File: src/rtl/arb_pkg.sv
// Shared types and helpers for the request arbiter.
// Comb-only content: no latency, no flow control.
package arb_pkg;

  typedef enum logic {ARB_IDLE = 1'b0, ARB_GRANT = 1'b1} arb_state_e;

  localparam int ARB_FIXED = 0;
  localparam int ARB_RR    = 1;

  // Callers pass a one-hot (or zero) vector; zero yields index 0.
  function automatic logic [4:0] onehot_to_idx(input logic [31:0] oh);
    logic [4:0] idx;
    idx = '0;
    for (int i = 0; i < 32; i++) begin
      if (oh[i]) idx = idx | 5'(i);
    end
    return idx;
  endfunction

endpackage

File: src/rtl/rr_pick.sv
// Rotating-priority find-first-set over N requests, starting at ptr.
// Purely combinational; ptr tied to 0 gives plain fixed priority.
module rr_pick
  import arb_pkg::*;
#(
  parameter int N    = 4,
  parameter int IDXW = $clog2(N)
) (
  input  logic [N-1:0]    req,
  input  logic [IDXW-1:0] ptr,
  output logic [N-1:0]    pick_oh,
  output logic [IDXW-1:0] pick_idx,
  output logic            pick_any
);

  logic [31:0] w_oh32;

  always_comb begin
    int j;
    logic [IDXW-1:0] idx;
    pick_oh  = '0;
    pick_any = 1'b0;
    j        = 0;
    idx      = '0;
    for (int k = 0; k < N; k++) begin
      j = int'(ptr) + k;
      if (j >= N) j = j - N;
      idx = IDXW'(j);
      if (!pick_any && req[idx]) begin
        pick_oh[idx] = 1'b1;
        pick_any     = 1'b1;
      end
    end
  end

  always_comb begin
    w_oh32         = '0;
    w_oh32[N-1:0]  = pick_oh;
  end

  assign pick_idx = IDXW'(onehot_to_idx(w_oh32));

endmodule

File: src/rtl/prio_rr_arbiter.sv
// N-way arbiter, fixed or round-robin priority, registered one-hot grant held until done/withdrawal.
// Latency: req->gnt 1 cycle, release->gnt low 1 cycle, then a forced idle bubble; no preemption.
module prio_rr_arbiter
  import arb_pkg::*;
#(
  parameter int N       = 4,
  parameter int RR_MODE = 0,
  parameter int IDXW    = $clog2(N)
) (
  input  logic            clk,
  input  logic            rst,
  input  logic [N-1:0]    req,
  input  logic            done,
  output logic [N-1:0]    gnt,
  output logic            gnt_valid,
  output logic [IDXW-1:0] gnt_idx
);

  if (N < 2 || N > 32 || IDXW != $clog2(N)) begin : g_bad_param
    $error("prio_rr_arbiter: N must be 2..32 and IDXW left at its default");
  end

  arb_state_e      r_state;
  logic [N-1:0]    r_gnt;
  logic            r_gnt_valid;
  logic [IDXW-1:0] r_gnt_idx;
  logic [IDXW-1:0] r_rr_ptr;

  logic [IDXW-1:0] w_ptr;
  logic [N-1:0]    w_pick_oh;
  logic [IDXW-1:0] w_pick_idx;
  logic            w_pick_any;
  logic            w_release;
  logic [IDXW-1:0] w_next_ptr;

  assign w_ptr = (RR_MODE == ARB_RR) ? r_rr_ptr : '0;

  rr_pick #(.N(N), .IDXW(IDXW)) u_pick (
    .req      (req),
    .ptr      (w_ptr),
    .pick_oh  (w_pick_oh),
    .pick_idx (w_pick_idx),
    .pick_any (w_pick_any)
  );

  assign w_release  = (r_state == ARB_GRANT) && (done || !req[r_gnt_idx]);
  assign w_next_ptr = (r_gnt_idx == IDXW'(N - 1)) ? '0 : r_gnt_idx + 1'b1;

  always_ff @(posedge clk) begin
    if (rst) begin
      r_state     <= ARB_IDLE;
      r_gnt       <= '0;
      r_gnt_valid <= 1'b0;
      r_gnt_idx   <= '0;
      r_rr_ptr    <= '0;
    end else begin
      case (r_state)
        ARB_IDLE: begin
          if (w_pick_any) begin
            r_gnt       <= w_pick_oh;
            r_gnt_idx   <= w_pick_idx;
            r_gnt_valid <= 1'b1;
            r_state     <= ARB_GRANT;
          end
        end
        ARB_GRANT: begin
          // Returning through IDLE is what creates the one-cycle bubble.
          if (w_release) begin
            r_gnt       <= '0;
            r_gnt_idx   <= '0;
            r_gnt_valid <= 1'b0;
            r_state     <= ARB_IDLE;
            if (RR_MODE == ARB_RR) r_rr_ptr <= w_next_ptr;
          end
        end
        default: r_state <= ARB_IDLE;
      endcase
    end
  end

  assign gnt       = r_gnt;
  assign gnt_valid = r_gnt_valid;
  assign gnt_idx   = r_gnt_idx;

  a_onehot : assert property (@(posedge clk) disable iff (rst) $onehot0(gnt));
  a_valid  : assert property (@(posedge clk) disable iff (rst) gnt_valid == (|gnt));
  a_idx    : assert property (@(posedge clk) disable iff (rst) gnt[gnt_idx] == gnt_valid);

  always @(posedge clk) begin
    if (!rst && r_state == ARB_IDLE) begin
      a_req_known : assert (!$isunknown(req)) else $warning("arbiter req unknown");
    end
  end

endmodule

File: config.mk
export PLATFORM = sky130hd
export DESIGN_NAME = prio_rr_arbiter
export DESIGN_NICKNAME = d
export VERILOG_FILES = /design/src/rtl/arb_pkg.sv /design/src/rtl/rr_pick.sv /design/src/rtl/prio_rr_arbiter.sv
export SDC_FILE = /design/constraint.sdc
export NUM_CORES = 1
export LEC_CHECK = 0
export CAP_MARGIN = 20
export CORE_MARGIN = 8
export CORE_UTILIZATION = 40
export DETAILED_ROUTE_END_ITERATION = 12
export GPL_TIMING_DRIVEN = 0
export PLACE_DENSITY = 0.61
export SETUP_SLACK_MARGIN = 0.5
export SYNTH_ARGS = -nofsm -noshare
export SYNTH_HDL_FRONTEND = slang
export SYNTH_HIERARCHICAL = 1
export SYNTH_SLANG_ARGS = --single-unit
File: constraint.sdc
create_clock -name clk -period 2.1 [get_ports clk]
set_input_delay 0.42 -clock clk [delete_from_list [all_inputs] [get_ports clk]]
set_output_delay 0.42 -clock clk [all_outputs]
set_load 0.02 [all_outputs]
==> results.md <==
* Clock-pin slew on the worst setup and hold paths at 0.05 ns
* Synthesized area at 899.6 um2
* Remaining Overflow, GRT at 0
* FF+latch count, synth at 8
* Post-synth EDFFs at 0
* Die Area at 4023 um2
* CP Data Required Time at 2.22 ns
* Chip Width at 63.43 um
* Routing usage on met1 at 14.27%
* Combinational power share at 49.1%
* Design internal power at 369.5 uW
* # clock sinks at 8
* Worst Skew at 0.004678 ns
* Ys async rst share at 0%
* Share of the synthesized area in the top cell type at 17.80%
* Clk pwr share at 19.9%
* Met2 GRT Util at 18.38%
* Worst setup startpoint: req[0]
* Routed Antenna Nets at 0
* Leading area contributor after synthesis: dfxtp_1
* Core box area at 2170 um2
* Max-slew violations at 0
* Root Buffer: clkbuf_4
* Area grow syn2layout at 38.67%
* CP max FO at 4
* Fin crit share at 85.50%
* Initial antenna violation count at 0
* Vias per cell at 5.328
* CTS tree: yes
* Psw at 212.5 uW
* CP Data Arrival Time at 1.92 ns
* Unrepaired setup endpoints after global routing: true
* Number of distinct library cells after synthesis at 35
* Total Nets Final at 164
* HP Class: flop to flop
* Most common cell after layout, fill and taps aside: conb_1
* Power Total at 581.9 uW
* Setup violations, final at 0
* Remaining DRCs at 0
* Final core utilization at 57.50%
* Starting DRT DRC Count at 42
* Sequential share of power at 31.0%
* Starting density of the core at 41.46%
* DP HPWL at 1.614 mm
* Max cap viols at 0
* Share of layout cells above drive strength 1 at 20.13%
* PortBufs at 12
* Static leakage at 0.0005856 uW
* Switching share of power at 36.51%
* WL/cell at 12.49 um
* Cell Rows at 17
* Mapped Cells at 111
* Peak VDD IR at 0.3521 mV
* Final worst-path setup slack at 0.3045 ns
* Final TNS setup at 0 ns
* Critical path class: input port to flop
* Fin crit period at 1.795 ns
* Top Ports at 14
* Synth top area cells: dfxtp_1 18%, mux2i_1 12%, ha_1 8.3%, nand2_1 6.7%, nand2b_1 5.6%
* Post-synthesis sequential area ratio at 17.80%
* GRT Max-Usage Layer: met2
* Filler Cell Count at 228
* CP Capture Point: gnt_idx[1]$_SDFFE_PP0P_
* Status: finished, final reports clean
* R2r startpoint: gnt_idx[0]$_SDFFE_PP0P_
* Fmax at 557.0 MHz
* Setup crit start kind: input port
* Reg-to-reg endpoint: gnt[2]$_SDFFE_PP0P_
* Routability cong. at 0.7686
* Largest net degree at the start of global routing at 11
* Final Hold Fails at 0
* Vias in the first global route at 905
* Most frequent cells in the layout: 16 x conb_1, 15 x nand2_1, 9 x mux2i_1
* # H-tree levels at 1
* Met3 usage at 3.710%
* Synth warn at 6
* P per Cell Area at 466.5 nW/um2
* Total wire length at 2.210 mm
* Gr usage total at 11.39%
* Maximum clock path buffer count at 2
* Drt pass-1 iters at 4
* DP Worst Slack at -0.5388 ns
* Routed via count at 943
* Reg2reg setup slack at 0.81 ns
* First-pass GRT wire length at 3.933 mm
* Diode count at 0
* Post-synth top flop: dfxtp_1
* Worst setup EP type: flop
* TritonCTS buffer count at 3
* Clock Latency Late Sink at 0.25 ns
* Avg Cell Area, Syn at 8.105 um2
* Reg2reg path depth at 3
* Post-CTS Hold Fix Bufs at 0
* Die height at 63.43 um
## synth_stat cells, drive strengths merged (2+ instances only)
library cell	instances
mux2	3
a22oi	3
a21oi	2
inv	7
a211oi	3
nand2	16
dfxtp	8
a211o	3
o221ai	3
buf	3
nor2	8
o21ai	2
o22ai	7
ha	6
nand2b	8
a22o	2
mux2i	11
o32ai	4
## cell families after synthesis
group / synth area share, %
other: 0.4168
muxes: 19.33
adders and majority gates: 8.345
AOI/OAI and AO/OA: 30.18
buffers and inverters: 4.868
and+or+nand+nor: 19.06
DFF: 17.80
## state kept, by name (all words and copies together) (netlist names)
| signal | cells |
|---|---|
| gnt_idx | 2 |
| r_state | 1 |
| gnt_valid | 1 |
| gnt | 4 |
## per-layer routing
layer | wire [um] | vias to the layer above
met2 | 1021 | 23
met1 | 1049 | 437
met4 | 0 | 0
li1 | - | 483
met5 | 0 | -
met3 | 140 | 0
## area by class of cell
cell class / instances / area [um2] / share of cell area [%]
multi-input combinational: 107 / 797.0 / 63.89
timing repair buffer: 20 / 188.9 / 15.15
sequential: 8 / 160.2 / 12.84
tap: 28 / 35.03 / 2.808
inverter: 7 / 26.28 / 2.106
clock buffer: 3 / 22.52 / 1.805
buffer: 4 / 17.52 / 1.404
## power by group through the flow
stage | clock, uW | combinational (uW) | sequential [uW]
after floorplan | 0 | 159 | 198
after global routing | 131 | 314 | 182
after CTS | 123 | 265 | 180
after detailed placement | 0 | 240 | 184
final | 116 | 286 | 180
after global placement | 0 | 238 | 183
## worst max-delay path, stage by stage
cell and delay, ns:
buf_12 0.10, mux4_2 0.50, buf_6 0.15, a211o_1 0.27, nor2_2 0.13, o221ai_2 0.11
mux2i_1 0.16, a211oi_1 0.09
## how the worst min path moves through the flow
stage,from,end,slack (ns),cells past startpoint
3_5_place_dp,gnt[3]$_SDFFE_PP0P_,gnt[3]$_SDFFE_PP0P_,0.48,2
3_3_place_gp,gnt[3]$_SDFFE_PP0P_,gnt[3]$_SDFFE_PP0P_,0.47,2
6_report,gnt[3]$_SDFFE_PP0P_,gnt[3]$_SDFFE_PP0P_,0.48,2
4_1_cts,gnt[3]$_SDFFE_PP0P_,gnt[3]$_SDFFE_PP0P_,0.49,2
5_1_grt,rst,gnt_idx[0]$_SDFFE_PP0P_,0.52,2
2_1_floorplan,r_state$_SDFF_PP0_,gnt_idx[0]$_SDFFE_PP0P_,0.54,3
## timing repair
action,4_1_cts,5_1_grt
setup buffers,7,1
setup endpoints to repair,14,8
resized for setup,26,10
pin swaps,6,5
## metrics by stage
step	cell area, um2	hold slack [ns]	std cells
3_3_place_gp	1111	0.4683	166
2_1_floorplan	955.9	0.5419	126
5_1_grt	1247	0.5163	177
6_report	1247	0.4818	177
4_1_cts	1215	0.4864	176
3_5_place_dp	1111	0.4812	166
Power figures use the tool's default switching activity.
